## config.mk

```make
export PLATFORM = sky130hd
export DESIGN_NAME = uart_status_tx
export DESIGN_NICKNAME = d
export VERILOG_FILES = /design/src/rtl/uart_status_tx_pkg.sv /design/src/rtl/uart_tx_byte.sv /design/src/rtl/uart_status_tx.sv
export SDC_FILE = /design/constraint.sdc
export NUM_CORES = 1
export LEC_CHECK = 0
export BUFFER_PORTS_ARGS = -buffer_cell sky130_fd_sc_hd__buf_2
export CORE_AREA = 4 4 89 91
export CTS_BUF_LIST = sky130_fd_sc_hd__clkbuf_4
export CTS_CLUSTER_SIZE = 40
export DETAILED_ROUTE_END_ITERATION = 8
export DIE_AREA = 0 0 93 95
export HOLD_SLACK_MARGIN = 0.08
export PLACE_DENSITY_LB_ADDON = 0.1
export SYNTH_ARGS = -nofsm -noshare
export SYNTH_HDL_FRONTEND = slang
export SYNTH_SLANG_ARGS = --single-unit
```

## constraint.sdc

```tcl
create_clock -name clk -period 3.1 [get_ports clk]
set_input_delay 0.465 -clock clk [delete_from_list [all_inputs] [get_ports clk]]
set_output_delay 0.465 -clock clk [all_outputs]
set_load 0.005 [all_outputs]
```

## src/rtl/uart_status_tx_pkg.sv

```systemverilog
// Shared types and helpers for the UART status-line transmitter.
package uart_status_tx_pkg;

  localparam int unsigned STATUS_LEN = 15;
  localparam int unsigned IDX_W      = 4;

  typedef enum logic [1:0] {
    IDLE,
    START,
    DATA,
    STOP
  } uart_state_t;

  // Uppercase ASCII hex digit for one nibble.
  function automatic logic [7:0] hex_ascii(input logic [3:0] n);
    if (n < 4'd10) return 8'(8'h30 + {4'h0, n});
    else           return 8'(8'h37 + {4'h0, n});
  endfunction

endpackage

```

## src/rtl/uart_tx_byte.sv

```systemverilog
// 8N1 byte serializer with valid/ready handshake; ready asserts in IDLE and on
// the last stop-bit cycle so consecutive bytes go out with no idle gap.
module uart_tx_byte
  import uart_status_tx_pkg::*;
#(
  parameter int unsigned CLKS_PER_BIT = 434
) (
  input  logic       clk,
  input  logic       reset_n,
  input  logic       valid,
  input  logic [7:0] data,
  output logic       ready_c,
  output logic       tx
);

  localparam int unsigned CNT_W = (CLKS_PER_BIT > 1) ? $clog2(CLKS_PER_BIT) : 1;
  localparam logic [CNT_W-1:0] CNT_LAST = CNT_W'(CLKS_PER_BIT - 1);

  uart_state_t      state, state_nxt;
  logic [CNT_W-1:0] cnt, cnt_nxt;
  logic [2:0]       bit_idx, bit_nxt;
  logic [7:0]       shreg, sh_nxt;
  logic             tx_nxt;
  logic             bit_end_c;

  assign bit_end_c = (cnt == CNT_LAST);

  always_ff @(posedge clk or negedge reset_n) begin
    if (!reset_n) begin
      state   <= IDLE;
      cnt     <= '0;
      bit_idx <= '0;
      shreg   <= '0;
      tx      <= 1'b1;
    end else begin
      state   <= state_nxt;
      cnt     <= cnt_nxt;
      bit_idx <= bit_nxt;
      shreg   <= sh_nxt;
      tx      <= tx_nxt;
    end
  end

  always_comb begin
    state_nxt = state;
    cnt_nxt   = (state == IDLE || bit_end_c) ? '0 : cnt + CNT_W'(1);
    bit_nxt   = bit_idx;
    sh_nxt    = shreg;
    tx_nxt    = tx;
    ready_c   = 1'b0;

    case (state)
      IDLE: begin
        ready_c = 1'b1;
        tx_nxt  = 1'b1;
      end
      START: begin
        if (bit_end_c) begin
          state_nxt = DATA;
          bit_nxt   = '0;
          tx_nxt    = shreg[0];
          sh_nxt    = {1'b0, shreg[7:1]};
        end
      end
      DATA: begin
        if (bit_end_c) begin
          if (bit_idx == 3'd7) begin
            state_nxt = STOP;
            tx_nxt    = 1'b1;
          end else begin
            bit_nxt = bit_idx + 3'd1;
            tx_nxt  = shreg[0];
            sh_nxt  = {1'b0, shreg[7:1]};
          end
        end
      end
      STOP: begin
        if (bit_end_c) begin
          ready_c   = 1'b1;
          state_nxt = IDLE;
        end
      end
      default: state_nxt = IDLE;
    endcase

    // A new byte overrides the IDLE/STOP exit and starts its start bit at once.
    if (ready_c && valid) begin
      state_nxt = START;
      cnt_nxt   = '0;
      sh_nxt    = data;
      tx_nxt    = 1'b0;
    end
  end

endmodule

```

## src/rtl/uart_status_tx.sv

```systemverilog
// Sends the ASCII status line "Sss Ccc Pdddd\r\n" over UART on request,
// snapshotting the inputs and coalescing requests made while busy.
module uart_status_tx
  import uart_status_tx_pkg::*;
#(
  parameter int unsigned CLK_HZ       = 50_000_000,
  parameter int unsigned BAUD         = 115200,
  parameter int unsigned CLKS_PER_BIT = CLK_HZ / BAUD
) (
  input  logic        clk,
  input  logic        reset_n,
  input  logic        send,
  input  logic [7:0]  state,
  input  logic [7:0]  ctrl,
  input  logic [15:0] score,
  output logic        busy,
  output logic        uart_tx
);

  localparam logic [IDX_W-1:0] LAST_IDX = IDX_W'(STATUS_LEN - 1);

  logic [7:0]       snap_state, snap_ctrl;
  logic [15:0]      snap_score;
  logic             pending;
  logic [IDX_W-1:0] byte_idx;

  logic             byte_ready_c, byte_valid_c, restart_c;
  logic [IDX_W-1:0] sel_idx_c;
  logic [7:0]       byte_data_c;

  // A request arriving on the final stop cycle counts toward the next message.
  assign restart_c    = pending || send;
  assign byte_valid_c = busy ? (byte_ready_c && (byte_idx != LAST_IDX || restart_c)) : send;
  assign sel_idx_c    = (!busy || byte_idx == LAST_IDX) ? '0 : byte_idx + IDX_W'(1);

  always_comb begin
    byte_data_c = 8'h0A;
    case (sel_idx_c)
      4'd0:    byte_data_c = "S";
      4'd1:    byte_data_c = hex_ascii(snap_state[7:4]);
      4'd2:    byte_data_c = hex_ascii(snap_state[3:0]);
      4'd3:    byte_data_c = " ";
      4'd4:    byte_data_c = "C";
      4'd5:    byte_data_c = hex_ascii(snap_ctrl[7:4]);
      4'd6:    byte_data_c = hex_ascii(snap_ctrl[3:0]);
      4'd7:    byte_data_c = " ";
      4'd8:    byte_data_c = "P";
      4'd9:    byte_data_c = hex_ascii(snap_score[15:12]);
      4'd10:   byte_data_c = hex_ascii(snap_score[11:8]);
      4'd11:   byte_data_c = hex_ascii(snap_score[7:4]);
      4'd12:   byte_data_c = hex_ascii(snap_score[3:0]);
      4'd13:   byte_data_c = 8'h0D;
      default: byte_data_c = 8'h0A;
    endcase
  end

  always_ff @(posedge clk or negedge reset_n) begin
    if (!reset_n) begin
      busy       <= 1'b0;
      pending    <= 1'b0;
      byte_idx   <= '0;
      snap_state <= '0;
      snap_ctrl  <= '0;
      snap_score <= '0;
    end else if (!busy) begin
      if (send) begin
        busy       <= 1'b1;
        pending    <= 1'b0;
        byte_idx   <= '0;
        snap_state <= state;
        snap_ctrl  <= ctrl;
        snap_score <= score;
      end
    end else if (byte_ready_c) begin
      if (byte_idx != LAST_IDX) begin
        byte_idx <= byte_idx + IDX_W'(1);
        pending  <= pending | send;
      end else if (restart_c) begin
        byte_idx   <= '0;
        pending    <= 1'b0;
        snap_state <= state;
        snap_ctrl  <= ctrl;
        snap_score <= score;
      end else begin
        busy     <= 1'b0;
        byte_idx <= '0;
        pending  <= 1'b0;
      end
    end else if (send) begin
      pending <= 1'b1;
    end
  end

  uart_tx_byte #(
    .CLKS_PER_BIT(CLKS_PER_BIT)
  ) u_tx_byte (
    .clk     (clk),
    .reset_n (reset_n),
    .valid   (byte_valid_c),
    .data    (byte_data_c),
    .ready_c (byte_ready_c),
    .tx      (uart_tx)
  );

endmodule

```

==> results of run 1 <==
## cells by family after synthesis
| family | Yosys count |
|---|---|
| AND/OR/NAND/NOR | 129 |
| multiplexers | 38 |
| buffers and inverters | 41 |
| AO/OA/AOI/OAI | 139 |
| XOR/XNOR | 18 |
| flip-flops | 60 |
| adder cells (fa/ha/maj) | 20 |
## worst paths after layout
kind / endpoint / depth (start not counted) / slack, ns
setup / recovery: u_tx_byte.shreg[1] / 7 / 0.38
hold / removal: u_tx_byte.cnt[3] / 1 / 0.15
setup reg to reg: u_tx_byte.shreg[1] / 7 / 0.38
hold reg to reg: u_tx_byte.cnt[0] / 1 / 0.50
min in group clk: snap_score[6] / 2 / 0.27
max in group asynchronous: snap_state[0] / 2 / 2.20
## metrics by stage
stage / utilization (%) / hold WS [ns] / power (mW) / instance area [sq um]
floorplan: - / 0.169 / 1.24 / 4300
global placement: 63.8 / 0.476 / 1.40 / 4550
detailed placement: 63.8 / 0.479 / 1.41 / 4550
CTS: 65.5 / 0.168 / 1.93 / 4680
global route: 65.5 / 0.220 / 2.04 / 4680
finish: 65.5 / 0.151 / 1.92 / 4680
## layer usage
metal	vias to the layer above	track usage, %	routed length, um
li1	1719	-	-
met1	1703	30.5	4310
met2	115	40.6	4970
met3	22	4.94	547
met4	0	10.6	232
met5	-	0	0
## cell type report
type,count,area share (%)
inverter,23,1.85
tap,99,2.65
clock buffer,9,1.45
clock inverter,6,1.20
timing repair buffer,44,5.14
multi-input combinational,344,55.6
sequential,60,32.1
## synth_stat cells (all sizes together) (3+ instances only)
master and count:
xnor2 14, a22oi 3, clkbuf 6, a21boi 4, o22ai 6, buf 12
and2 7, nand3 11, a22o 6, a311oi 3, inv 23, nor3 8
a32oi 7, o31ai 3, o211ai 7, nand2b 3, dfrtp 59, and3 7
xor2 4, o21ai 37, a211oi 4, and4b 6, ha 20, nor2 27
nor2b 10, mux2 36, a21oi 34, nand2 38, a21o 3
## sequential cells by signal, indices dropped and copies added (netlist names)
register and cells:
u_tx_byte.tx 1, u_tx_byte.bit_idx 3, byte_idx 4, snap_ctrl 8, pending 1, snap_state 8
u_tx_byte.state 2, u_tx_byte.cnt 9, busy 1, snap_score 16, u_tx_byte.shreg 7
## power groups by stage
stage	Combinational [mW]	Clock, mW	Sequential [mW]
after floorplan	0.366	0	0.879
after global placement	0.500	0	0.902
after detailed placement	0.502	0	0.904
after CTS	0.504	0.538	0.890
after global routing	0.560	0.574	0.901
final	0.508	0.519	0.890
==> impl_metrics.ini, run 1 <==
[logic_synthesis]
postSynthRegisterBits = 60
synth_top_family_by_area = compound AO/OA/AOI/OAI gates
synth-main-ff-cell = sky130_fd_sc_hd__dfrtp_1
synthXorXnorAreaFrac_pct = 3.66
yosys-top-cells-area = sky130_fd_sc_hd__dfrtp_1 34%, sky130_fd_sc_hd__mux2_4 10%, sky130_fd_sc_hd__ha_1 5.8%
synth_cell_types = 69
netlist.top_cell.by_area = sky130_fd_sc_hd__dfrtp_1
synth_edf_count = 0
fraction_of_the_mapped_netlist_area_in_adder_cells_pct = 5.81
synth-async-reset-ratio_pct = 100
syn_inst = 445
post_synth_mux_area_share_pct = 12.8
synth_compound_area_share_pct = 21.8
synthesis.nets = 500
synth_sequential_area_ratio_pct = 34.9
synth_warnings = 0
synth.top_cell.area_share_pct = 34.3
syn_avg_cell_area_sq_um = 9.67
netlist_area_sq_um = 4300
synth-simple-area-share_pct = 16.3

[worst_setup_path]
path_buf_inv = 0
critical_path.startpoint_type = flop
timing.rr.start = u_tx_byte.bit_idx[0]
critPathKind = flop to flop
worst_setup_path_end_kind = flop
critPathSlowestCell = sky130_fd_sc_hd__a2111oi_1
critPathRequiredTime_ns = 3.38
path_max_fanout = 9
cp_cell_sequence = ha_1, ha_1, o31ai_1, a21boi_4, o311ai_2, a2111oi_1, a21oi_1
cp_common_cell = sky130_fd_sc_hd__ha_1
timing.critical_path.slowest_cell_delay_ns = 0.62
cp_data_arrival_time_ns = 3.00
kind_of_cell_adding_the_most_delay_to_the_critical_path = compound AO/OA/AOI/OAI gates
setup.worst_path.start = u_tx_byte.bit_idx[0]

[sta]
post-route-period-util_pct = 87.8
timing.clock.skew_ns = 0.0158
layout_min_cycle_time_ns = 2.72
finalSetupViolCount = 0
hold_viol = 0
fmax_ghz = 0.367
final-max-slew-violation-count = 0
unrepaired_setup_endpoints_after_global_routing = no
totalNegativeSetupSlack_ns = 0
final.setup.worst_slack_ns = 0.378
relSlewSlack_pct = 41.6
tightestPinTransition_ns = 0.875

[drt]
drt_iter0_markers = 178
detail_route.wirelength_mm = 10.1
drt_pre_antenna_iters = 5
via_per_inst = 6.08
detail_route.drc_violations = 0
total_number_of_vias = 3559
wl_per_cell_um = 17.2
antenna_violating_nets_post_route = 0

[placement]
detailedPlace.worstSlack_ns = 0.397
port_buffers = 36
placedCellCount = 570
hpwl_after_dpl_mm = 7.69
global_placement_routability_congestion = 0.988

[floorplan]
num_rows = 31
die_area_sq_um = 8840
core_area_sq_um = 7140
die_w_um = 93
initial_standard_cell_utilization_of_the_core_pct = 60.3
floorplan.die.height_um = 95
boundaryPins = 37

[min_path]
worst_hold_path_type = primary input to asynchronous set/reset pin

[power]
netSwitchingFraction_pct = 33.2
power.combinational.fraction_pct = 26.5
vdd_ir_drop_max_mv = 0.315
netSwitchingPower_uw = 636
cellInternalPower_mw = 1.28
total_leakage_power_nw = 2.22
power_frac_clock_pct = 27.1
power.share.sequential_pct = 46.4
cell_pwr_density_nw_per_um2 = 410

[layout]
area_taken_by_multi_input_logic_gates_sq_um = 2600
layout_cells_excl_fill = 585
layout.cells.most_common = sky130_fd_sc_hd__dfrtp_1
sequential_cell_area_sq_um = 1500
fill_cells = 634
diodes = 0
area_growth_syn_to_layout_pct = 8.63
drive_above_1_share_pct = 21.8
layout_common_cells = 59 x sky130_fd_sc_hd__dfrtp_1, 38 x sky130_fd_sc_hd__nand2_1, 36 x sky130_fd_sc_hd__o21ai_0, 36 x sky130_fd_sc_hd__buf_2, 34 x sky130_fd_sc_hd__a21oi_1
number_of_nets_at_the_end_of_the_flow = 537

[clock_network]
postCtsResizedCells = 0
cts_hold_repair.buffers = 0
numClockSinks = 60
tritoncts = built
cts.root.buffer_cell = sky130_fd_sc_hd__clkbuf_4
postCtsSetupBuffers = 0
tritoncts.num_buffers = 9
cts.htree.levels = 3
clk_pin_slew_worst_paths_ns = 0.10
clock_latency_ns = 0.42
clock_tree.buffer_depth = 2

[global_routing]
grt_first_pass_wirelength_mm = 16.7
grt.overflow.total = 0
global_route.usage.total_pct = 24.3
grt_start_max_net_pins = 40
grt_antenna_before_repair = 0
vias_in_the_first_global_route = 3457

[run]
max_cap_viol_count = 0

[outcome]
outcome = completed
Power figures use the tool's default switching activity.
==> run 2, diff against run 1 <==
--- a/config.mk
+++ b/config.mk
@@ -6,11 +6,11 @@
 export NUM_CORES = 1
 export LEC_CHECK = 0
 export BUFFER_PORTS_ARGS = -buffer_cell sky130_fd_sc_hd__buf_2
-export CORE_AREA = 4 4 89 91
+export CORE_AREA = 2 2 87 89
 export CTS_BUF_LIST = sky130_fd_sc_hd__clkbuf_4
 export CTS_CLUSTER_SIZE = 40
 export DETAILED_ROUTE_END_ITERATION = 8
-export DIE_AREA = 0 0 93 95
+export DIE_AREA = 0 0 89 91
 export HOLD_SLACK_MARGIN = 0.08
 export PLACE_DENSITY_LB_ADDON = 0.1
 export SYNTH_ARGS = -nofsm -noshare
==> impl_metrics.ini, run 2 (synthesized netlist as in run 1, its figures left out) <==
[global_routing]
grt_start_max_net_pins = 61
grt_first_pass_wirelength_mm = 16.0
vias_in_the_first_global_route = 3319
grt.overflow.total = 0
grt_antenna_before_repair = 0
global_route.usage.total_pct = 25.4

[drt]
total_number_of_vias = 3580
via_per_inst = 6.12
met3WireLength_um = 485
routed.top_layer = met4
wl_met1_mm = 4.37
antenna_violating_nets_post_route = 0
wire_length_on_met2_mm = 4.59
detail_route.drc_violations = 0
detail_route.wirelength_mm = 9.77
drt_iter0_markers = 295
wl_per_cell_um = 16.7
drt_pre_antenna_iters = 4

[clock_network]
clk_pin_slew_worst_paths_ns = 0.11
tritoncts = built
numClockSinks = 60
tritoncts.num_buffers = 9
postCtsResizedCells = 0
cts.root.buffer_cell = sky130_fd_sc_hd__clkbuf_4
clock_latency_ns = 0.41
cts.htree.levels = 3
clock_tree.buffer_depth = 2
postCtsSetupBuffers = 0
cts_hold_repair.buffers = 0

[layout]
number_of_nets_at_the_end_of_the_flow = 536
top_regs = snap_score x16, u_tx_byte.cnt x9
largest_register = snap_score
flip_flop_count_of_the_largest_register_after_layout = 16
fill_cells = 606
final_cell_area_sq_um = 4710
area_growth_syn_to_layout_pct = 9.45
sequential_cell_area_sq_um = 1500
diodes = 0
layout.core_utilization_pct = 66.0
area_taken_by_multi_input_logic_gates_sq_um = 2600
layout.cells.most_common = sky130_fd_sc_hd__dfrtp_1
drive_above_1_share_pct = 21.8
layout_common_cells = 59 x sky130_fd_sc_hd__dfrtp_1, 38 x sky130_fd_sc_hd__nand2_1, 36 x sky130_fd_sc_hd__o21ai_0, 36 x sky130_fd_sc_hd__buf_2, 34 x sky130_fd_sc_hd__a21oi_1

[sta]
layout_min_cycle_time_ns = 2.54
post-route-period-util_pct = 82.0
hold_viol = 0
tightestPinTransition_ns = 0.733
final.setup.worst_slack_ns = 0.558
relSlewSlack_pct = 51.1
fmax_ghz = 0.393
hold_slack_ns = 0.188
finalSetupViolCount = 0
totalNegativeSetupSlack_ns = 0
timing.clock.skew_ns = 0.0158
unrepaired_setup_endpoints_after_global_routing = no
final-max-slew-violation-count = 0

[worst_setup_path]
path_max_fanout = 11
timing.critical_path.slowest_cell_delay_ns = 0.52
cp_cell_sequence = ha_1, and3b_1, and2_1, and3_1, a311oi_1, o2111a_1, o21ai_0
worst_setup_path_end_kind = flop
critPathSlowestCell = sky130_fd_sc_hd__ha_1
critPathKind = flop to flop
timing.rr.start = byte_idx[1]
critical_path.startpoint_type = flop
r2r.worst_path.cells = 7
cp_data_arrival_time_ns = 2.82
rrSetupSlack_ns = 0.56
worst_reg2reg_path_endpoint = u_tx_byte.shreg[4]
critPathRequiredTime_ns = 3.38

[floorplan]
boundaryPins = 37
core_area_sq_um = 7140
die_area_sq_um = 8100
num_rows = 31
initial_standard_cell_utilization_of_the_core_pct = 60.3
die_w_um = 89
floorplan.die.height_um = 91

[placement]
detailedPlace.worstSlack_ns = 0.628
postPlaceCellArea_sq_um = 4560
port_buffers = 36
hpwl_after_dpl_mm = 7.26
global_placement_routability_congestion = 1.03

[power]
power.share.sequential_pct = 44.1
power_frac_clock_pct = 30.8
total_leakage_power_nw = 2.24
cell_pwr_density_nw_per_um2 = 428
netSwitchingFraction_pct = 31.9
vdd_ir_drop_max_mv = 0.276
power.combinational.fraction_pct = 25.1
cellInternalPower_mw = 1.37
netSwitchingPower_uw = 644

[run]
max_cap_viol_count = 0

[outcome]
outcome = completed

[min_path]
worst_hold_path_type = primary input to asynchronous set/reset pin
==> run 2: cell types whose count changed in the layout (fill, tap and decap cells not counted) <==
cell,change
sky130_fd_sc_hd__clkinvlp_4,-1
sky130_fd_sc_hd__buf_12,+1
sky130_fd_sc_hd__bufinv_16,+1
sky130_fd_sc_hd__buf_4,-2
sky130_fd_sc_hd__clkbuf_4,+1
==> run 2: power by group through the flow <==
stage                     Sequential (mW)  Combinational, mW  Clock, mW
after floorplan                     0.879              0.366          0
after global placement              0.900              0.495          0
after detailed placement            0.903              0.496          0
after CTS                           0.889              0.499      0.637
after global routing                0.900              0.554      0.678
final                               0.889              0.506      0.622
==> run 2: critical path: cells and delay by family (launching register included) <==
kind	cells	cell delay (ns)
and+or+nand+nor	3	0.79
AOI/OAI and AO/OA	3	0.64
DFF	1	0.46
adders and majority gates	1	0.52
==> run 2: metal layers <==
metal	vias to the layer above	track usage, %
li1	1719	-
met1	1714	34.8
met2	113	38.9
met3	34	4.82
met4	0	11.4
met5	-	0
==> run 2: how the worst max path moves through the flow <==
stage                                  start                 end  cells past startpoint
final                            byte_idx[1]  u_tx_byte.shreg[4]                      7
after global routing      u_tx_byte.state[0]       snap_score[3]                      8
after CTS                 u_tx_byte.state[0]       snap_score[4]                      8
after detailed placement  u_tx_byte.state[1]       snap_score[4]                      8
after global placement           byte_idx[1]  u_tx_byte.shreg[4]                      7
after floorplan           u_tx_byte.state[0]        snap_ctrl[0]                     10
==> run 2: cell type report <==
type	count	share of cell area (%)
Clock buffer	10	1.59
Inverter	23	1.83
Multi-Input combinational cell	344	55.2
Sequential cell	60	31.9
Timing Repair Buffer	43	5.21
Clock inverter	6	1.67
Tap cell	99	2.63
==> run 2: per-stage QoR <==
step / cells / total power [mW]
floorplan: 445 / 1.24
global placement: 569 / 1.40
detailed placement: 569 / 1.40
CTS: 585 / 2.02
global route: 585 / 2.13
finish: 585 / 2.02
